### src/rtl/fetch_buffer_stage.sv
// fetch_buffer_stage
//   Pipelined instruction-fetch stage. It generates PCs and issues in-order
//   imem requests, with up to MAX_OUTSTANDING accesses in flight. Responses
//   are buffered in a DEPTH-entry queue, which feeds Decode over a
//   valid/ready handshake. An Execute redirect (PCSrcE) flushes the queue and
//   discards every response still owed for wrong-path requests.
// Ports
//   clk, rst_n                 clock (rising edge), async active-low reset
//   PCSrcE, PCTargetE          redirect request and target from Execute
//   imem_req, imem_addr        fetch request and address (= PC)
//   imem_gnt                   request accepted when imem_req & imem_gnt
//   imem_rvalid, imem_rdata    in-order instruction response
//   valid_D, ready_D           Decode handshake
//   InsD, PC_D, PC_4D          queue head: instruction, its PC, PC + 4
module fetch_buffer_stage #(
  parameter int unsigned           ADDR_WIDTH      = 32,
  parameter int unsigned           DATA_WIDTH      = 32,
  parameter int unsigned           DEPTH           = 4,
  parameter int unsigned           MAX_OUTSTANDING = 2,
  parameter logic [ADDR_WIDTH-1:0] RESET_PC        = '0
) (
  input  logic                  clk,
  input  logic                  rst_n,
  input  logic                  PCSrcE,
  input  logic [ADDR_WIDTH-1:0] PCTargetE,
  output logic                  imem_req,
  output logic [ADDR_WIDTH-1:0] imem_addr,
  input  logic                  imem_gnt,
  input  logic                  imem_rvalid,
  input  logic [DATA_WIDTH-1:0] imem_rdata,
  output logic                  valid_D,
  input  logic                  ready_D,
  output logic [DATA_WIDTH-1:0] InsD,
  output logic [ADDR_WIDTH-1:0] PC_D,
  output logic [ADDR_WIDTH-1:0] PC_4D
);

  localparam int unsigned QAW    = $clog2(DEPTH);
  localparam int unsigned QCW    = $clog2(DEPTH + 1);
  localparam int unsigned OAW    = (MAX_OUTSTANDING > 1) ? $clog2(MAX_OUTSTANDING) : 1;
  localparam int unsigned OCW    = $clog2(MAX_OUTSTANDING + 1);
  localparam int unsigned SW     = ((QCW > OCW) ? QCW : OCW) + 1;
  localparam int unsigned OSLOTS = 1 << OAW;

  logic [ADDR_WIDTH-1:0] pc_q, pc_d;
  logic [ADDR_WIDTH-1:0] af_addr_q [OSLOTS];
  logic [OAW-1:0]        af_wr_q, af_rd_q;
  logic [OCW-1:0]        inflight_q, inflight_d;
  logic [OCW-1:0]        discard_q, discard_d;
  logic [DATA_WIDTH-1:0] q_ins_q [DEPTH];
  logic [ADDR_WIDTH-1:0] q_pc_q  [DEPTH];
  logic [QAW-1:0]        q_wr_q, q_rd_q;
  logic [QCW-1:0]        count_q, count_d;

  logic [SW-1:0] credit_use;
  logic          issue, rsp, rsp_keep, pop;

  always_comb begin
    // Queued entries plus owed responses may never exceed DEPTH, so every
    // response always has a queue slot waiting for it.
    credit_use = SW'(count_q) + SW'(inflight_q);
    imem_req   = rst_n & ~PCSrcE & (inflight_q < OCW'(MAX_OUTSTANDING)) &
                 (credit_use < SW'(DEPTH));
    imem_addr  = pc_q;
    issue      = imem_req & imem_gnt;
    rsp        = imem_rvalid & (inflight_q != '0);
    rsp_keep   = rsp & ~PCSrcE & (discard_q == '0);
    valid_D    = (count_q != '0);
    pop        = valid_D & ready_D & ~PCSrcE;

    InsD  = valid_D ? q_ins_q[q_rd_q] : '0;
    PC_D  = valid_D ? q_pc_q[q_rd_q] : '0;
    PC_4D = valid_D ? (q_pc_q[q_rd_q] + ADDR_WIDTH'(4)) : '0;

    pc_d = pc_q;
    if (PCSrcE) begin
      pc_d = PCTargetE;
    end else if (issue) begin
      pc_d = pc_q + ADDR_WIDTH'(4);
    end

    inflight_d = inflight_q + OCW'(issue) - OCW'(rsp);

    // On redirect every response still owed after this cycle is wrong-path;
    // no request is issued in a redirect cycle, so that is inflight minus
    // the response consumed now.
    discard_d = discard_q;
    if (PCSrcE) begin
      discard_d = inflight_q - OCW'(rsp);
    end else if (rsp && (discard_q != '0)) begin
      discard_d = discard_q - OCW'(1);
    end

    count_d = PCSrcE ? '0 : (count_q + QCW'(rsp_keep) - QCW'(pop));
  end

  always_ff @(posedge clk or negedge rst_n) begin
    if (!rst_n) begin
      pc_q       <= RESET_PC;
      af_wr_q    <= '0;
      af_rd_q    <= '0;
      inflight_q <= '0;
      discard_q  <= '0;
      q_wr_q     <= '0;
      q_rd_q     <= '0;
      count_q    <= '0;
      for (int unsigned i = 0; i < OSLOTS; i++) af_addr_q[i] <= '0;
      for (int unsigned i = 0; i < DEPTH; i++) begin
        q_ins_q[i] <= '0;
        q_pc_q[i]  <= '0;
      end
    end else begin
      pc_q       <= pc_d;
      inflight_q <= inflight_d;
      discard_q  <= discard_d;
      count_q    <= count_d;
      if (issue) begin
        af_addr_q[af_wr_q] <= pc_q;
        af_wr_q            <= af_wr_q + OAW'(1);
      end
      if (rsp) af_rd_q <= af_rd_q + OAW'(1);
      if (PCSrcE) begin
        q_wr_q <= '0;
        q_rd_q <= '0;
      end else begin
        if (rsp_keep) begin
          q_ins_q[q_wr_q] <= imem_rdata;
          q_pc_q[q_wr_q]  <= af_addr_q[af_rd_q];
          q_wr_q          <= q_wr_q + QAW'(1);
        end
        if (pop) q_rd_q <= q_rd_q + QAW'(1);
      end
    end
  end

  // A response with nothing outstanding is ignored by the logic above.
  a_rvalid_owed: assert property (@(posedge clk) disable iff (!rst_n)
    imem_rvalid |-> (inflight_q != '0));

endmodule

### config.mk
export PLATFORM = sky130hd
export DESIGN_NAME = fetch_buffer_stage
export DESIGN_NICKNAME = d
export VERILOG_FILES = /design/src/rtl/fetch_buffer_stage.sv
export SDC_FILE = /design/constraint.sdc
export NUM_CORES = 1
export LEC_CHECK = 0
export ABC_AREA = 1
export CAP_MARGIN = 20
export CELL_PAD_IN_SITES_DETAIL_PLACEMENT = 1
export CELL_PAD_IN_SITES_GLOBAL_PLACEMENT = 1
export CORE_MARGIN = 1
export CORE_UTILIZATION = 42
export CTS_CLUSTER_SIZE = 25
export DETAILED_ROUTE_END_ITERATION = 8
export GPL_TIMING_DRIVEN = 0
export PLACE_DENSITY = 0.89
export SETUP_SLACK_MARGIN = 0.1
export SLEW_MARGIN = 30
export SYNTH_ARGS = -nofsm -noshare
export SYNTH_HDL_FRONTEND = slang
export SYNTH_SLANG_ARGS = --single-unit
### constraint.sdc
create_clock -name clk -period 3.4 [get_ports clk]
set_input_delay 0.51 -clock clk [delete_from_list [all_inputs] [get_ports clk]]
set_output_delay 0.51 -clock clk [all_outputs]
set_load 0.01 [all_outputs]
==> key figures <==
Flow run
  • Maxcap violations: 0

Timing
  • Hold Slack: 483 ps
  • Finish-stage setup viols: 0
  • Final setup margin: 88.6 ps
  • Final worst-path cycle share: 97.4%
  • Fin Setup TNS: 0 ps
  • Final Skew: 18.2 ps
  • Slew HR: 48.5%
  • Final Hold Violating Endpoints: 0
  • Final Max Slew Viols: 0
  • RSZ-0062 raised after global routing: true
  • Max Fclk: 0.302 GHz
  • Crit path time final: 3310 ps
  • Worst-margin pin slew: 772 ps

Clocking
  • Clock latency on the worst-skew pair: 570 ps
  • Num Clock Sinks: 365
  • CTS Buf Count: 41
  • CTS root buffer: clkbuf_16
  • Clock Tree Buf Depth: 3
  • H-tree depth: 2
  • Worst-path clk slew: 60 ps
  • CTS tree: done

Critical path
  • Crit Reg-Reg Endpoint: count_q[2]
  • CP startpoint: q_rd_q[0]
  • WP depth: 16
  • Startpoint types: flip-flop
  • R2R depth: 14
  • Crit Path Max Fanout: 9
  • CP endpoint kind: output port
  • Largest stage delay, worst path: 410 ps
  • Buf+Inv Stages, Crit Path: 4
  • Delay-heaviest family, CP: simple AND/OR/NAND/NOR gates
  • Critical-path cell list: buf_6, buf_8, nand2_1, nand2_2, nand2_2, nand2_4, ha_4, nand2_2, nor2_4, nand2_4, nor2_4, nand2_1, nand2_1, inv_1, nor2_2, buf_2
  • CP max stage cell: dfrtp_1
  • Setup crit end: PC_4D[24]
  • R2r startpoint: count_q[1]
  • Type of the worst setup path: flip-flop to output port
  • Critical Path RT: 2890 ps
  • Worst EP arrival: 2800 ps
  • R2R setup slack: 640 ps

Yosys
  • Most frequent cells after synthesis: nand2_1 (762), dfrtp_1 (365), nor2_1 (363)
  • Synth Flop Type: dfrtp_1
  • Synth top area share: 49.6%
  • Synth Cell Area: 18,400 µm²
  • #FFs+latches synth: 365
  • Cells after Synth: 2,442
  • Synth Warn #: 0
  • Synth cell types: 33
  • Main area contributors after synthesis: dfrtp_1 (50%), nand2_1 (16%), nor2_1 (7.4%), o21ai_0 (7.2%), a31oi_1 (3.7%)
  • EDFF count, synth: 0
  • Synthesized area per cell: 7.54 µm²
  • Synth area leader: dfrtp_1
  • Ys async rst share: 100%
  • Seq/Total Area, Yosys: 49.6%
  • Top-count cell post-synth: nand2_1
  • Syn Nets: 2,526

Floorplanning
  • Core Region: 43,200 µm²
  • IO Count: 200
  • Site row count: 76
  • Die X-Extent: 211 µm
  • Initial core utilization: 42.7%
  • Die area: 44,700 µm²
  • Chip height: 211 µm

Status
  • Outcome: completed

Finish
  • Ratio of cells with drive above 1 in the final layout: 13.5%
  • Final Util: 55.0%
  • Area grow syn2layout: 28.9%
  • Final Non-Filler Cells: 3,347
  • Final nets: 2,817
  • Fin area: 23,700 µm²
  • Filler Cell Count: 5,286

Placed design
  • Placement Cell Area: 21,300 µm²
  • Final HPWL DP: 50.5 mm
  • Dpl cells: 3,230
  • Setup WS pre-CTS: -333 ps
  • Port Buf Inserts: 199
  • Placer Congestion: 0.901

Global routing
  • Antenna violations before repair: 2
  • Vias in the first global route: 20,301
  • First-pass GRT wire length: 113 mm
  • Global Route Usage Sum: 32.7%
  • Total gr overflow: 0
  • Pin count of the biggest net entering global routing: 90

Drt
  • Detail Route Antenna Nets: 0
  • DR vias: 19,467
  • Drt wl/cell: 22.5 µm
  • DRC: 0
  • First drt pass iteration count: 6
  • DRT Wirelength: 75.2 mm
  • Vias per cell: 5.82
  • Initial drt markers: 1,663

Power and ir drop
  • Pwr/cell area: 898 nW/µm²
  • Total power: 21.3 mW
  • Leak Pwr: 11.4 nW
  • Maximum VDD drop: 417 µV

Worst hold path
  • Hold crit path type: flip-flop to flip-flop
-- worst register-to-register path, cell delays in order (launching register included) --
cell and delay (ps):
dfrtp_1 440, nor2_1 120, inv_1 90, nor2_4 220, buf_4 180, clkinv_4 110
nand2_1 250, nor2_1 80, ha_1 290, inv_1 60, ha_1 140, inv_1 50
fa_1 390, xor2_1 180, nor2_1 50
-- worst min path at each step --
| stage | end | from | depth (start not counted) | slack [ps] |
|---|---|---|---|---|
| floorplan | af_addr_q[0] | rst_n | 0 | 210 |
| global placement | q_ins_q[9] | q_ins_q[9] | 2 | 460 |
| detailed placement | q_ins_q[108] | rst_n | 1 | 450 |
| CTS | q_ins_q[23] | q_ins_q[23] | 2 | 480 |
| global route | q_ins_q[110] | q_ins_q[110] | 2 | 500 |
| finish | q_ins_q[25] | q_ins_q[25] | 2 | 480 |
-- area by class of cell --
type                            count  area, µm²  area share (%)
Tap cell                          585        732            3.08
Inverter                          135        524            2.21
Sequential cell                   365       9140            38.5
Multi-Input combinational cell   1801       8620            36.3
Antenna cell                        2       5.00          0.0211
Buffer                            141        926            3.90
Clock inverter                     13        131           0.553
Clock buffer                       57       1200            5.04
Timing Repair Buffer              248       2470            10.4
-- where the power goes --
part,switching [mW],leakage (nW),internal (mW)
Sequential,0.942,4.71,5.62
Clock,1.89,0.656,2.61
Combinational,6.57,6.07,3.69
Total,9.40,11.4,11.9
-- sequential cells by signal, indices dropped and copies added (netlist names) --
name,flops
q_pc_q,128
count_q,3
q_rd_q,2
af_wr_q,1
q_wr_q,2
inflight_q,2
discard_q,2
af_addr_q,64
af_rd_q,1
q_ins_q,128
imem_addr,32
-- layer usage --
layer / wire length [µm] / share of wire, % / track usage, %
met5: 0 / 0 / 0
met1: 30200 / 40 / 42.3
met3: 5370 / 7.1 / 5.15
met2: 36200 / 48 / 54.4
met4: 3440 / 4.6 / 14.3
-- kinds of logic (layout without fill, tap and decap cells) --
group           count (synthesis)  count (layout)  share of synthesized area, %
compound gates                499             499                          14.6
simple gates                 1256            1256                          26.8
flops                         365             365                          49.6
xor+xnor                       32              32                          1.52
buf+inv                       276             594                          6.47
fa+ha+maj                      14              14                         0.992
other cells                     0               2                             0
-- cells in the final DEF (no fill, tap or decap), types with 8 or more instances in the layout --
cell	netlist	layout
a21oi_1	60	53
a31oi_1	108	108
buf_2	57	68
buf_4	10	44
buf_6	6	14
buf_8	0	9
clkbuf_1	59	47
clkbuf_16	0	45
clkbuf_2	0	12
clkbuf_8	0	11
clkdlybuf4s50_1	0	133
clkinv_2	0	8
dfrtp_1	365	364
dlygate4sd2_1	0	25
dlymetal6s2s_1	0	17
ha_1	13	12
inv_1	127	126
nand2_1	762	694
nand2_2	5	57
nand2_4	0	16
nand3_1	88	82
nor2_1	363	334
nor2_2	9	16
nor2_4	1	23
nor3_1	17	17
o211ai_1	22	22
o21ai_0	265	260
o21ai_1	43	47
xor2_1	30	30
-- timing repair --
item,4_1_cts,5_1_grt
hold buffers,2,0
resized for setup,285,103
buffers inserted,25,15
hold endpoints to repair,48,0
pin swaps,39,36
gates cloned,1,2
setup endpoints to repair,98,58
No activity file was read; power rests on OpenSTA's default activity.
==> variant, RTL diff (same settings) <==
The parameter `MAX_OUTSTANDING` goes from 2 to 1.
--- a/src/rtl/fetch_buffer_stage.sv
+++ b/src/rtl/fetch_buffer_stage.sv
@@ -16,7 +16,7 @@
   parameter int unsigned           ADDR_WIDTH      = 32,
   parameter int unsigned           DATA_WIDTH      = 32,
   parameter int unsigned           DEPTH           = 4,
-  parameter int unsigned           MAX_OUTSTANDING = 2,
+  parameter int unsigned           MAX_OUTSTANDING = 1,
   parameter logic [ADDR_WIDTH-1:0] RESET_PC        = '0
 ) (
   input  logic                  clk,
Formal check against the unedited RTL: not equivalent (a bounded check fails within 4 cycles, from zero or initial values and one cycle with rst_n low).
==> variant against the original RTL <==
Die area up 0.18%. The flow now finishes with violations (setup timing). First-iteration DRC count up 8.1%. Final cell count up 3.6%. Setup slack worse by 0.27 ns. Clock power up 6.9%. Synthesized area up 0.18%. Routed wire length up 5.1%. Critical path depth down 1. Largest cell class unchanged. Total power down 8.0%. Sequential cell count down 2. Design area up 1.1%.
==> variant: results (changes against the original RTL) <==
status: "finished, violations left"  # was complete, no violations
violations: "setup timing"
rrSetupSlack_ns: 0.33  # was 0.64 ns
regToRegStartpoint: "inflight_q"  # was count_q[1]
combPwrFrac: 0.432  # was 0.481
clock_skew_ns: 0.02605  # was 0.01815 ns
nClkBuffers: 61  # was 57
fin_ws_ns: -0.1783  # was 0.08859 ns
avgRoutedWirePerCell_um: 22.78  # was 22.46 um
reg2regPathDepth: 6  # was 14
drt_iter0_drc: 1797  # was 1663
timing_worst_slew_pin_value_ns: 1.046  # was 0.7720 ns
multi_input_comb_area_mm2: 0.008885  # was 0.008618 mm2
met2_usage: 0.5806  # was 0.5438
hold_class: "input port to flop"  # was flop to flop
critPathMaxFanout: 10  # was 9
grt_pass1_vias: 21190  # was 20300
leakagePower_nw: 11.93  # was 11.43 nW
min-delay-start: "PCSrcE"  # was q_ins_q[25]
num-fill-cells: 5436  # was 5286
gp_congestion: 0.8818  # was 0.9005
yosys-top-cells-count: "1097 x nand2_1, 363 x dfrtp_1, 276 x o21ai_0"  # was 762 x nand2_1, 365 x dfrtp_1, 363 x nor2_1
wl_met3_um: 6029  # was 5373 um
wl_met1_um: 30680  # was 30190 um
nMultiInputCombCells: 1924  # was 1801
dp_hpwl_um: 49820  # was 50490 um
synthDistinctLibCells: 36  # was 33
route.met2.wl_um: 38360  # was 36180 um
highest_layer: "met5"  # was met4
arrival_ns: 3.07  # was 2.80 ns
yosys.area_share.adder: 0.007186  # was 0.009916
setup_violations: 15  # was 0
regArea_mm2: 0.009084  # was 0.009135 mm2
power_frac_clock: 0.245  # was 0.211
endpoint: "PC_4D[22]"  # was PC_4D[24]
## variant: changes by cell type after synthesis, moves of 11 or more
cell / delta
o21ai_1: -18
buf_2: -31
nand2_1: +335
a31oi_1: -108
o21ai_0: +11
nor2_1: -98
clkbuf_1: +32
## variant: timing repair
| item | 4_1_cts | 5_1_grt |
|---|---|---|
| hold buffers | 4 | 0 |
| endpoints found under the hold margin | 65 | 0 |
| pin swaps | 64 | 32 |
| resized for setup | 327 | 120 |
| setup endpoints to repair | 95 | 62 |
| gates cloned | 3 | 0 |
| setup buffers | 26 | 17 |
## variant: logic make-up after synthesis
logic type                 count (synthesis)
and+or+nand+nor                         1495
AOI/OAI and AO/OA                        398
DFF                                      363
buffers and inverters                    270
xor gates and xnor gates                  21
adders and majority gates                 10
## variant: worst register-to-register path, cell delays in order (launching register included)
cell      delay [ns]
dfrtp_1         0.37
nand2_1         0.16
nor3_2          0.49
nand2_1         0.34
clkbuf_1        0.37
clkbuf_1        0.40
o21ai_0         0.77
